===== src/rtl/fifo_sc_param_pkg.sv =====
// Shared mode encodings and sizing helper for the single-clock FIFO.
package fifo_sc_param_pkg;

  localparam int FIFO_MODE_STD  = 0;
  localparam int FIFO_MODE_FWFT = 1;

  // Pointers and the fill level carry one extra bit so depth itself is representable.
  function automatic int cnt_width(input int aw);
    return aw + 1;
  endfunction

endpackage


===== src/rtl/fifo_sc_ram.sv =====
// Simple dual-port RAM with registered, enabled read; no reset so it maps to block RAM.
module fifo_sc_ram #(
  parameter int dta_width  = 8,
  parameter int addr_width = 8
) (
  input  logic                  clk,
  input  logic                  we,
  input  logic [addr_width-1:0] waddr,
  input  logic [dta_width-1:0]  wdata,
  input  logic                  re,
  input  logic [addr_width-1:0] raddr,
  output logic [dta_width-1:0]  rdata
);

  logic [dta_width-1:0] mem [0:(1<<addr_width)-1];

  // rdata holds between reads; the FIFO relies on that for its hold behaviour.
  always_ff @(posedge clk) begin
    if (we) mem[waddr] <= wdata;
    if (re) rdata <= mem[raddr];
  end

endmodule


===== src/rtl/fifo_sc_param.sv =====
// Single-clock FIFO with exact registered flags, standard or FWFT read side.
// Defining FIFO_FLUSH_EN adds a synchronous flush input.
module fifo_sc_param
  import fifo_sc_param_pkg::*;
#(
  parameter int dta_width         = 8,
  parameter int addr_width        = 8,
  parameter int prog_full_thresh  = 1,
  parameter int prog_empty_thresh = 1,
  parameter int fwft              = 0
) (
  input  logic                  clk,
  input  logic                  rst,
`ifdef FIFO_FLUSH_EN
  input  logic                  flush,
`endif
  input  logic [dta_width-1:0]  din,
  input  logic                  wr_en,
  output logic                  full,
  output logic                  wr_ack,
  output logic                  overflow,
  output logic                  prog_full,
  output logic [dta_width-1:0]  dout,
  input  logic                  rd_en,
  output logic                  empty,
  output logic                  valid,
  output logic                  underflow,
  output logic                  prog_empty,
  output logic [addr_width:0]   count
);

  localparam int CW    = cnt_width(addr_width);
  localparam int DEPTH = 1 << addr_width;

  logic clr;
`ifdef FIFO_FLUSH_EN
  assign clr = flush;
`else
  assign clr = 1'b0;
`endif

  logic                 hold;
  logic [CW-1:0]        wptr, rptr, cnt_next;
  logic                 wr_acc, rd_acc, ram_re;
  logic [dta_width-1:0] ram_q;

  assign hold     = rst | clr;
  assign wr_acc   = wr_en & ~full & ~hold;
  assign rd_acc   = rd_en & ~empty & ~hold;
  assign cnt_next = count + CW'(wr_acc) - CW'(rd_acc);

  // Flags come from cnt_next so they move in the same cycle as count.
  always_ff @(posedge clk) begin
    if (hold) begin
      wptr       <= '0;
      rptr       <= '0;
      count      <= '0;
      full       <= 1'b0;
      prog_full  <= 1'b0;
      prog_empty <= 1'b1;
    end else begin
      wptr       <= wptr + CW'(wr_acc);
      rptr       <= rptr + CW'(ram_re);
      count      <= cnt_next;
      full       <= (cnt_next == CW'(DEPTH));
      prog_full  <= ((DEPTH - int'(cnt_next)) <= prog_full_thresh);
      prog_empty <= (int'(cnt_next) <= prog_empty_thresh);
    end
  end

  // Handshake status reports the previous cycle; a flush cycle reports nothing.
  always_ff @(posedge clk) begin
    if (rst) begin
      wr_ack    <= 1'b0;
      overflow  <= 1'b0;
      underflow <= 1'b0;
    end else begin
      wr_ack    <= wr_acc;
      overflow  <= wr_en & ~wr_acc & ~clr;
      underflow <= rd_en & ~rd_acc & ~clr;
    end
  end

  fifo_sc_ram #(
    .dta_width (dta_width),
    .addr_width(addr_width)
  ) u_ram (
    .clk  (clk),
    .we   (wr_acc),
    .waddr(wptr[addr_width-1:0]),
    .wdata(din),
    .re   (ram_re),
    .raddr(rptr[addr_width-1:0]),
    .rdata(ram_q)
  );

  if (fwft == FIFO_MODE_FWFT) begin : g_fwft
    // Two-stage prefetch: RAM read register (mid) feeding the visible output register.
    logic                 mid_vld, out_vld, move, issue;
    logic [dta_width-1:0] out_q;

    assign move  = mid_vld & (~out_vld | rd_acc);
    assign issue = (wptr != rptr) & (~mid_vld | move) & ~hold;
    assign ram_re = issue;

    always_ff @(posedge clk) begin
      if (rst) begin
        mid_vld <= 1'b0;
        out_vld <= 1'b0;
        out_q   <= '0;
      end else if (clr) begin
        mid_vld <= 1'b0;
        out_vld <= 1'b0;
      end else begin
        if (issue)     mid_vld <= 1'b1;
        else if (move) mid_vld <= 1'b0;
        if (move) begin
          out_vld <= 1'b1;
          out_q   <= ram_q;
        end else if (rd_acc) begin
          out_vld <= 1'b0;
        end
      end
    end

    assign empty = ~out_vld;
    assign valid = out_vld;
    assign dout  = out_q;
  end else begin : g_std
    // RAM read register is the output; dout_clr masks its unreset contents until the first read.
    logic empty_q, vld_q, dout_clr;

    assign ram_re = rd_acc;

    always_ff @(posedge clk) begin
      if (rst) begin
        empty_q  <= 1'b1;
        vld_q    <= 1'b0;
        dout_clr <= 1'b1;
      end else if (clr) begin
        empty_q  <= 1'b1;
        vld_q    <= 1'b0;
      end else begin
        empty_q <= (cnt_next == '0);
        vld_q   <= rd_acc;
        if (rd_acc) dout_clr <= 1'b0;
      end
    end

    assign empty = empty_q;
    assign valid = vld_q;
    assign dout  = dout_clr ? '0 : ram_q;
  end

endmodule


===== config.mk =====
export PLATFORM = sky130hd
export DESIGN_NAME = fifo_sc_param
export DESIGN_NICKNAME = d
export VERILOG_FILES = /design/src/rtl/fifo_sc_param_pkg.sv /design/src/rtl/fifo_sc_ram.sv /design/src/rtl/fifo_sc_param.sv
export SDC_FILE = /design/constraint.sdc
export NUM_CORES = 2
export LEC_CHECK = 0
export ABC_AREA = 1
export BUFFER_PORTS_ARGS = -buffer_cell sky130_fd_sc_hd__buf_4
export CORE_MARGIN = 10
export CORE_UTILIZATION = 48
export CTS_BUF_LIST = sky130_fd_sc_hd__clkbuf_8
export DETAILED_ROUTE_END_ITERATION = 8
export GPL_ROUTABILITY_DRIVEN = 0
export PLACE_DENSITY_LB_ADDON = 0.3
export SYNTH_ARGS = -nofsm -noshare
export SYNTH_HDL_FRONTEND = slang
export SYNTH_SLANG_ARGS = --single-unit

===== constraint.sdc =====
create_clock -name clk -period 4.55 [get_ports clk]
set_clock_uncertainty 0.15 [all_clocks]
set_input_delay 0.2275 -clock clk [delete_from_list [all_inputs] [get_ports clk]]
set_output_delay 0.2275 -clock clk [all_outputs]
set_load 0.01 [all_outputs]

==> flow_summary.json <==
{
  "dpl.hpwl_um": 134000,
  "ys.warnings.count": 0,
  "grt_pass1_vias": 56933,
  "yosysSeqAreaShare_pct": 70.9,
  "min_period_over_period_pct": 84.1,
  "maxSlewViolCount": 0,
  "crit_fanout": 16,
  "dieArea_mm2": 0.201,
  "cts_tree": "done",
  "num_io_pins": 37,
  "drive_gt1_share_pct": 6.84,
  "path_class": "in2reg",
  "path_common_cell": "nor2_1",
  "hold_path_class": "in2reg",
  "fp.dieW_um": 448,
  "drt_first_pass_iters": 6,
  "worst_slack_ns": 0.725,
  "synth_nets": 8196,
  "cts.sinks": 2090,
  "synth_area_leaders": "edfxtp_1 70%, nand2_1 8.9%, nor2_1 5.5%",
  "postCtsSetupRepairBufs": 0,
  "wl_um": 236000,
  "dr_total_vias": 59585,
  "cpPeakStageDelay_ns": 0.59,
  "ff2ff_path_depth": 23,
  "io_buffers": 36,
  "crit_path_start_kind": "primary input",
  "via_per_inst": 5.49,
  "clockBufferDepth": 4,
  "arrival_ns": 4.62,
  "cpMaxStageDelayCell": "dlygate4sd3_1",
  "drt-initial-drc-count": 7250,
  "ys_ff_latch": 2090,
  "place_ws_ns": 0.902,
  "tightestPinTransition_ns": 1.25,
  "p_per_area_mw_per_mm2": 395,
  "fin_cells": 10853,
  "grt_util_all_layers_pct": 22.9,
  "clock_latency_ns": 1.02,
  "drcViolationCount": 0,
  "leakage_uw": 0.0365,
  "finalCoreUtilization_pct": 52.9,
  "synthDistinctLibCells": 32,
  "ir_worst_vdd_uv": 344,
  "setup_violations": 0,
  "core-area_mm2": 0.183,
  "synth_area_per_cell_um2": 10.8,
  "fp.dieH_um": 448,
  "antenna_found_initial": 5,
  "ant_nets": 0,
  "critPathRequiredTime_ns": 5.34,
  "synth_area_mm2": 0.0881,
  "synth_top_area_share_pct": 70.1,
  "grt_setup_unrepaired": "false",
  "cts.htree.levels": 5,
  "rows": 157,
  "finalSetupTns_ns": 0,
  "yosysTopAreaCell": "edfxtp_1",
  "route.detailed.wl_per_inst_um": 21.7,
  "relSlewSlack_pct": 16.7,
  "start_util_pct": 48.2,
  "clk_pin_slew_ns": 0.06,
  "syn_inst": 8170,
  "area_growth_pct": 9.72,
  "status": "finished, final reports clean",
  "place_inst": 10251,
  "max_freq_mhz": 261,
  "numCtsBuffers": 350,
  "whs_path_depth": 2,
  "grt_max_degree": 154,
  "cap_violations": 0,
  "gr-total-overflow": 0,
  "fin_crit_ns": 3.82,
  "hold_viol": 0,
  "cts_root_buffer": "clkbuf_8",
  "fin_nets": 8260,
  "end_kind": "flop",
  "grt_pass1_wl_um": 353000
}
[synthesized netlist by cell type]
master / instances
nand2_1: 2086
edfxtp_1: 2056
nor2_1: 1290
nand3_1: 717
inv_1: 683
o21ai_0: 544
clkbuf_1: 187
buf_2: 176
a21oi_1: 114
o211ai_1: 93
buf_1: 49
buf_4: 35
dfxtp_1: 34
o21ai_1: 19
buf_6: 18
ha_1: 13
nor3_1: 13
or2_2: 12
nand4_1: 6
clkinv_1: 5
o22ai_1: 3
xor2_1: 3
a211oi_1: 2
and3_1: 2
inv_2: 2
xnor2_1: 2
a31oi_1: 1
and2_1: 1
buf_8: 1
fa_1: 1
inv_4: 1
nor2_2: 1
[cells by family (layout without fill, tap and decap cells)]
family | count (synthesis) | after routing | synth area share, %
AO/OA/AOI/OAI | 776 | 776 | 4.68
XOR/XNOR | 5 | 5 | 0.0497
AND/OR/NAND/NOR | 4128 | 4128 | 18.7
flip-flops | 2090 | 2090 | 70.9
buffers and inverters | 1157 | 1452 | 5.50
adder cells (fa/ha/maj) | 14 | 14 | 0.207
other | 0 | 3 | 0
[worst max-delay path, delay by kind of cell]
kind            cells  cell delay, ns
compound gates      1            0.08
buf+inv             7            1.74
simple gates       15            1.61
fa+ha+maj           3            0.97
[per-layer routing]
metal | track usage (%) | wire, µm | up-vias
li1 | - | - | 27529
met3 | 4.07 | 21400 | 497
met1 | 31.8 | 96400 | 28714
met5 | 0 | 0 | -
met2 | 36.1 | 110000 | 2845
met4 | 8.74 | 8270 | 0
[per-stage QoR]
step | hold WS [ns] | total power (µW) | instance area [µm²]
6_report | 0.172 | 38200 | 96600
5_1_grt | 0.127 | 39500 | 96600
4_1_cts | 0.0835 | 38400 | 96600
3_5_place_dp | 0.333 | 23900 | 90600
3_3_place_gp | 0.315 | 23900 | 90600
2_1_floorplan | 0.176 | 23000 | 88100
[report_power, final]
group,internal (µW),total [µW],switching [µW]
sequential,21200,21200,48.4
combinational,633,2340,1710
clock,7340,14600,7270
[timing repair]
item                                    CTS  global route
endpoints found under the hold margin  1721             0
hold buffers                             16             0
resized for setup                         0             0
[final cells by class]
cell class | instances | area, µm²
flip-flops and latches | 2090 | 62400
repair buffers | 178 | 1870
fillers | 15746 | 86000
clock inverters | 225 | 947
inverters | 691 | 2630
clock buffers | 358 | 4930
well taps | 2385 | 2980
multi-input cells | 4923 | 20800
diodes | 3 | 7.51
[path summary, 6_finish.rpt]
kind	from	to	slack, ns
worst max-delay path	rst	prog_full	0.73
worst min-delay path	din[1]	u_ram.mem[14][1]	0.17
worst max register to register	empty	prog_full	0.95
worst min register to register	wptr[6]	wptr[6]	0.35
[registers in the layout, summed over array words and instances (netlist names)]
register,count
prog_full,1
valid,1
prog_empty,1
count,9
u_ram.mem,2048
u_ram.rdata,8
wr_ack,1
full,1
g_std.dout_clr,1
wptr,8
overflow,1
empty,1
underflow,1
rptr,8
[cells in the final DEF, fill, tap and decap left out, types with 11 or more instances in the layout]
cell	n
nand2_1	2082
nor3_1	11
buf_12	35
buf_4	119
a21oi_1	114
dfxtp_1	31
inv_1	790
o211ai_1	93
clkinv_2	24
o21ai_0	544
o21ai_1	19
nor2_1	1289
nand3_1	717
clkbuf_8	358
edfxtp_1	2056
dlygate4sd3_1	16
ha_1	13
clkinv_1	90
or2_2	12
Note: power is estimated with default switching activity, not from simulation.
